**config.mk**
```make
export PLATFORM = sky130hd
export DESIGN_NAME = lut_sweep_unit
export DESIGN_NICKNAME = d
export VERILOG_FILES = /design/src/rtl/lut_pkg.sv /design/src/rtl/lut_bank.sv /design/src/rtl/lut_sweep_unit.sv
export SDC_FILE = /design/constraint.sdc
export NUM_CORES = 1
export LEC_CHECK = 0
export BUFFER_PORTS_ARGS = -buffer_cell sky130_fd_sc_hd__buf_2
export CAP_MARGIN = 20
export CORE_MARGIN = 8
export CORE_UTILIZATION = 54
export DETAILED_ROUTE_END_ITERATION = 7
export GPL_TIMING_DRIVEN = 0
export PLACE_DENSITY = 0.85
export SYNTH_ARGS = -nofsm -noshare
export SYNTH_HDL_FRONTEND = slang
export SYNTH_SLANG_ARGS = --single-unit
```
**constraint.sdc**
```tcl
create_clock -name clk -period 1.9 [get_ports clk]
set_input_delay 0.285 -clock clk [delete_from_list [all_inputs] [get_ports clk]]
set_output_delay 0.285 -clock clk [all_outputs]
set_load 0.02 [all_outputs]
```
**src/rtl/lut_pkg.sv**
```systemverilog
// Shared types and derived sizes for the LUT sweep unit.
package lut_pkg;
  typedef enum logic [1:0] {IDLE, LOAD, SWEEP} state_t;

  function automatic int depth(input int n_in);
    return 1 << n_in;
  endfunction

  // One extra bit so the sweep terminal count (DEPTH) never aliases index 0.
  function automatic int cnt_w(input int n_in);
    return n_in + 1;
  endfunction

  localparam int N_IN_DEF  = 4;
  localparam int DEPTH_DEF = 1 << N_IN_DEF;
  localparam int CNT_W_DEF = N_IN_DEF + 1;
endpackage

```
**src/rtl/lut_bank.sv**
```systemverilog
// One channel's truth table: serial-load write port, single combinational read port.
module lut_bank
  import lut_pkg::*;
#(
  parameter int N_IN = 4
) (
  input  logic            clk,
  input  logic            rst,
  input  logic [N_IN-1:0] i_waddr,
  input  logic            i_wbit,
  input  logic            i_we,
  input  logic [N_IN-1:0] i_raddr,
  output logic            o_rbit
);
  localparam int DEPTH = depth(N_IN);

  logic [DEPTH-1:0] r_tbl;

  always_ff @(posedge clk) begin
    if (rst)       r_tbl <= '0;
    else if (i_we) r_tbl[i_waddr] <= i_wbit;
  end

  assign o_rbit = r_tbl[i_raddr];
endmodule

```
**src/rtl/lut_sweep_unit.sv**
```systemverilog
// Multi-channel loadable truth-table unit with live eval and full-index sweep.
// Optional sweep pause port enabled by LUT_SWEEP_STALL_EN.
module lut_sweep_unit
  import lut_pkg::*;
#(
  parameter int N_IN = 4,
  parameter int N_CH = 2,
  localparam int SEL_W = (N_CH > 1) ? $clog2(N_CH) : 1
) (
  input  logic             clk,
  input  logic             rst,
  input  logic [N_IN-1:0]  inVec,
  input  logic             inLoad,
  input  logic [SEL_W-1:0] inSel,
  input  logic             inBit,
  input  logic             inValid,
  input  logic             inSweep,
`ifdef LUT_SWEEP_STALL_EN
  input  logic             inStall,
`endif
  output logic [N_CH-1:0]  Y,
  output logic [N_IN-1:0]  outIdx,
  output logic             outValid,
  output logic             busy,
  output logic             done
);
  localparam int DEPTH = depth(N_IN);
  localparam int CNT_W = cnt_w(N_IN);

  state_t           r_state;
  logic [CNT_W-1:0] r_cnt;
  logic [SEL_W-1:0] r_sel;

  logic             w_load_go, w_sweep_go, w_stall;
  logic [N_IN-1:0]  w_raddr;
  logic [N_CH-1:0]  w_rd;

  assign w_load_go  = (r_state == IDLE) && inLoad && (int'(inSel) < N_CH);
  assign w_sweep_go = (r_state == IDLE) && !w_load_go && inSweep;

`ifdef LUT_SWEEP_STALL_EN
  assign w_stall = inStall && (r_state == SWEEP);
`else
  assign w_stall = 1'b0;
`endif

  // The sweep's first beat is emitted on the accepting edge, so read index 0 then.
  always_comb begin
    w_raddr = r_cnt[N_IN-1:0];
    if (r_state == IDLE) w_raddr = w_sweep_go ? '0 : inVec;
  end

  for (genvar g = 0; g < N_CH; g++) begin : g_bank
    lut_bank #(.N_IN(N_IN)) u_bank (
      .clk     (clk),
      .rst     (rst),
      .i_waddr (r_cnt[N_IN-1:0]),
      .i_wbit  (inBit),
      .i_we    ((r_state == LOAD) && inValid && (r_sel == SEL_W'(g))),
      .i_raddr (w_raddr),
      .o_rbit  (w_rd[g])
    );
  end

  always_ff @(posedge clk) begin
    if (rst) begin
      r_state  <= IDLE;
      r_cnt    <= '0;
      r_sel    <= '0;
      Y        <= '0;
      outIdx   <= '0;
      outValid <= 1'b0;
      busy     <= 1'b0;
      done     <= 1'b0;
    end else begin
      done <= 1'b0;
      case (r_state)
        IDLE: begin
          Y        <= w_rd;
          outValid <= 1'b0;
          if (w_load_go) begin
            r_state <= LOAD;
            r_sel   <= inSel;
            r_cnt   <= '0;
            busy    <= 1'b1;
          end else if (w_sweep_go) begin
            r_state  <= SWEEP;
            r_cnt    <= CNT_W'(1);
            outIdx   <= '0;
            outValid <= 1'b1;
            busy     <= 1'b1;
          end
        end
        LOAD: begin
          if (inValid) begin
            r_cnt <= r_cnt + 1'b1;
            if (r_cnt == CNT_W'(DEPTH - 1)) begin
              r_state <= IDLE;
              busy    <= 1'b0;
              done    <= 1'b1;
            end
          end
        end
        SWEEP: begin
          if (w_stall) begin
            outValid <= 1'b0;
          end else if (r_cnt == CNT_W'(DEPTH)) begin
            r_state  <= IDLE;
            outValid <= 1'b0;
            busy     <= 1'b0;
            done     <= 1'b1;
          end else begin
            Y        <= w_rd;
            outIdx   <= r_cnt[N_IN-1:0];
            outValid <= 1'b1;
            r_cnt    <= r_cnt + 1'b1;
          end
        end
        default: r_state <= IDLE;
      endcase
    end
  end
endmodule
```
==> reports/results.tsv <==
metric	value	unit
synthesis-to-layout area growth	19.43	%
Hold Slack	0.2240	ns
Slowest-stage cell, CP	mux4_2	
initial drt markers	364	
fin crit share	1.015	
Sw Pwr	0.0008553	W
Routed Antenna Nets	0	
total track usage	0.1994	
switch share	0.3223	
Post-synth top flop	dfxtp_1	
CP Capture Type	flip-flop	
Bufs on Longest Clock Path	2	
Hold Path Class	input port to flip-flop	
Commonest cells post-synth	49 x dfxtp_1, 42 x nor2_1, 41 x nand2_1	
CTS Hold Bufs	0	
vias in the first global route	2466	
reg-to-reg setup timing slack	-0.03	ns
total core area	4723	um2
Fin. Hold Viols	0	
grt total ovfl	0	
max cap viols	0	
Arr. time, crit path	2.13	ns
GP Congestion	0.8627	
DR WL/cell	17.54	um
status	complete, but fails checks	
fmax	518.5	MHz
Max H-tree Level	2	
critical path's top delay family	multiplexers	
Worst slew margin	0.6139	
Final WS setup	-0.02876	ns
Seq/Total Area, Yosys	0.3707	
Cell Area, Synth	2646	um2
die width	86.01	um
Clock Skew	0.009506	ns
Setup CP Type	flip-flop to flip-flop	
Final Util	0.6691	
YS warnings	0	
Total Wirelength	7544	um
clk_lat worst skew	0.31	ns
Pwr Density	839.6	nW/um2
VDD IR max	0.0005241	V
Die Ht	86.01	um
CP max FO	9	
Pint	0.001798	W
Worst Tran Pin Value	0.5792	ns
CP Launch Point	r_state[0]$_SDFFE_PP0P_	
CTS clk-pin slew, worst paths	0.09	ns
Combinational Power Share	0.289	
n_diodes	0	
post-layout instance area	3161	um2
Root Driver	clkbuf_8	
crit-path max cell delay	0.57	ns
DR vias	2740	
Layout Nets	382	
final setup vio count	2	
leak pwr	1.100	nW
placed cell count	411	
TritonCTS clock tree	built	
first-pass GRT wire length	11960	um
synthesized instance count	326	
Synth area leaders	dfxtp_1 37%, a21oi_1 6.4%, nor2_1 6.0%, nand2_1 5.8%, o21ai_0 4.7%	
violated checks	negative setup slack	
clk sinks	49	
Async SR Flop Fraction	0	
Flop pwr share	0.414	
Yosys cell types	45	
shortest period the worst path allows	1.929	ns
DP Wirelength	4828	um
DRT Pass-1 Iters	5	
cell taking the most area after synthesis	dfxtp_1	
most frequent cell after synthesis	dfxtp_1	
crit-path cells	inv_2 > ha_4 > or2b_4 > o21ai_4 > mux4_2 > a22oi_2 > o211ai_1	
fin cells	430	
Final Max Tran Viols	0	
drt drc	0	
Post-synth EDFFs	0	
FF+latch count, synth	49	
cell row count	25	
Synth top area share	0.3707	
RSZ-0062 raised after global routing	true	
critical path buffer and inverter count	1	
largest net degree at the start of global routing	15	
Startpoint Class	flip-flop	
Via density	6.372	
fraction of layout cells with a size suffix above 1	0.2369	
num ports	20	
Net Count, Synth	346	
Syn Area/Cell	8.117	um2
clock group share of total power	0.298	
PortBufs	18	
CP required	2.10	ns
TritonCTS Buffers	5	
dpl cell area	2843	um2
hold_sp	inSel	
worst reg2reg path startpoint	r_state[0]$_SDFFE_PP0P_	
initial antenna violation count	0	
die area	7397	um2
starting density of the core	0.5603	
==> what timing repair did <==
item,CTS,global route
setup endpoints to repair,10,39
pin swaps,8,7
resized for setup,17,23
setup buffers,9,6
==> layer usage <==
layer	GRT usage	routed length, um	up-vias
met5	0	0	-
met4	0.09236	290	0
met3	0.04298	824	45
met2	0.3205	3440	198
met1	0.2470	2988	1265
li1	-	-	1232
==> final timing paths <==
kind / end / cells past startpoint
min reg2reg: outIdx[0]$_SDFFE_PP0P_ / 2
max reg2reg: Y[0]$_SDFFE_PP0P_ / 7
min: r_sel$_SDFFE_PP0P_ / 3
max: Y[0]$_SDFFE_PP0P_ / 7
==> cells in the final DEF, fill, tap and decap left out, drive strengths merged, types with 2 or more instances in the layout <==
master	netlist	layout
nand3	10	10
o211ai	9	9
mux2i	12	12
a211oi	2	2
o2111ai	8	8
mux4	4	4
buf	4	38
nand4	7	7
or2b	3	3
o21a	2	2
o21ai	27	27
nand2	42	42
mux2	2	2
nor4	2	2
a22oi	4	4
dfxtp	49	49
nand2b	3	3
inv	13	13
nor2	42	42
and2	2	2
nor2b	3	3
a21oi	34	34
a21o	2	2
ha	9	9
clkbuf	15	17
and3	2	2
==> power groups by stage <==
stage	Combinational (W)	Clock (W)	Sequential, W
2_1_floorplan	0.000430	0	0.00113
3_3_place_gp	0.000583	0	0.00112
3_5_place_dp	0.000585	0	0.00112
4_1_cts	0.000670	0.000785	0.00110
5_1_grt	0.000813	0.000824	0.00110
6_report	0.000766	0.000790	0.00110
==> through the flow <==
step	setup TNS, ns	power (W)	worst slack [ns]
2_1_floorplan	-0.05923	0.001558	-0.04973
3_3_place_gp	-1.204	0.001700	-0.2951
3_5_place_dp	-1.428	0.001704	-0.3222
4_1_cts	-0.05101	0.002552	-0.03845
5_1_grt	-0.2418	0.002739	-0.1185
6_report	-0.05397	0.002653	-0.02876
==> state kept, by name, indices dropped and copies added, names as in the netlist <==
name / count
r_cnt: 5
Y: 2
done: 1
outIdx: 4
r_state: 2
r_sel: 1
g_bank.u_bank.r_tbl: 32
outValid: 1
busy: 1
==> worst reg2reg max path, delay by kind of cell, from the launching register on <==
kind	cells	cell delay [ns]
AO/OA/AOI/OAI	3	0.37
adder cells (fa/ha/maj)	1	0.19
buffers and inverters	1	0.05
flip-flops	1	0.36
multiplexers	1	0.57
AND/OR/NAND/NOR	1	0.29
==> layout make-up <==
class                           count  area [um2]
Tap cell                           67       83.83
Clock inverter                      1       30.03
Clock buffer                        7       86.33
Timing Repair Buffer               33       206.4
Fill cell                         341        1563
Sequential cell                    49       994.7
Buffer                             15       76.32
Multi-Input combinational cell    245        1634
Inverter                           13       48.80
==> cells by family after synthesis <==
group                    count (synthesis)  share of synthesized area
AO/OA/AOI/OAI                           95                     0.2260
adder cells (fa/ha/maj)                  9                    0.04255
buffers and inverters                   32                    0.05248
flip-flops                              49                     0.3707
multiplexers                            18                    0.08795
AND/OR/NAND/NOR                        123                     0.2203
No activity file was read; power rests on OpenSTA's default activity.
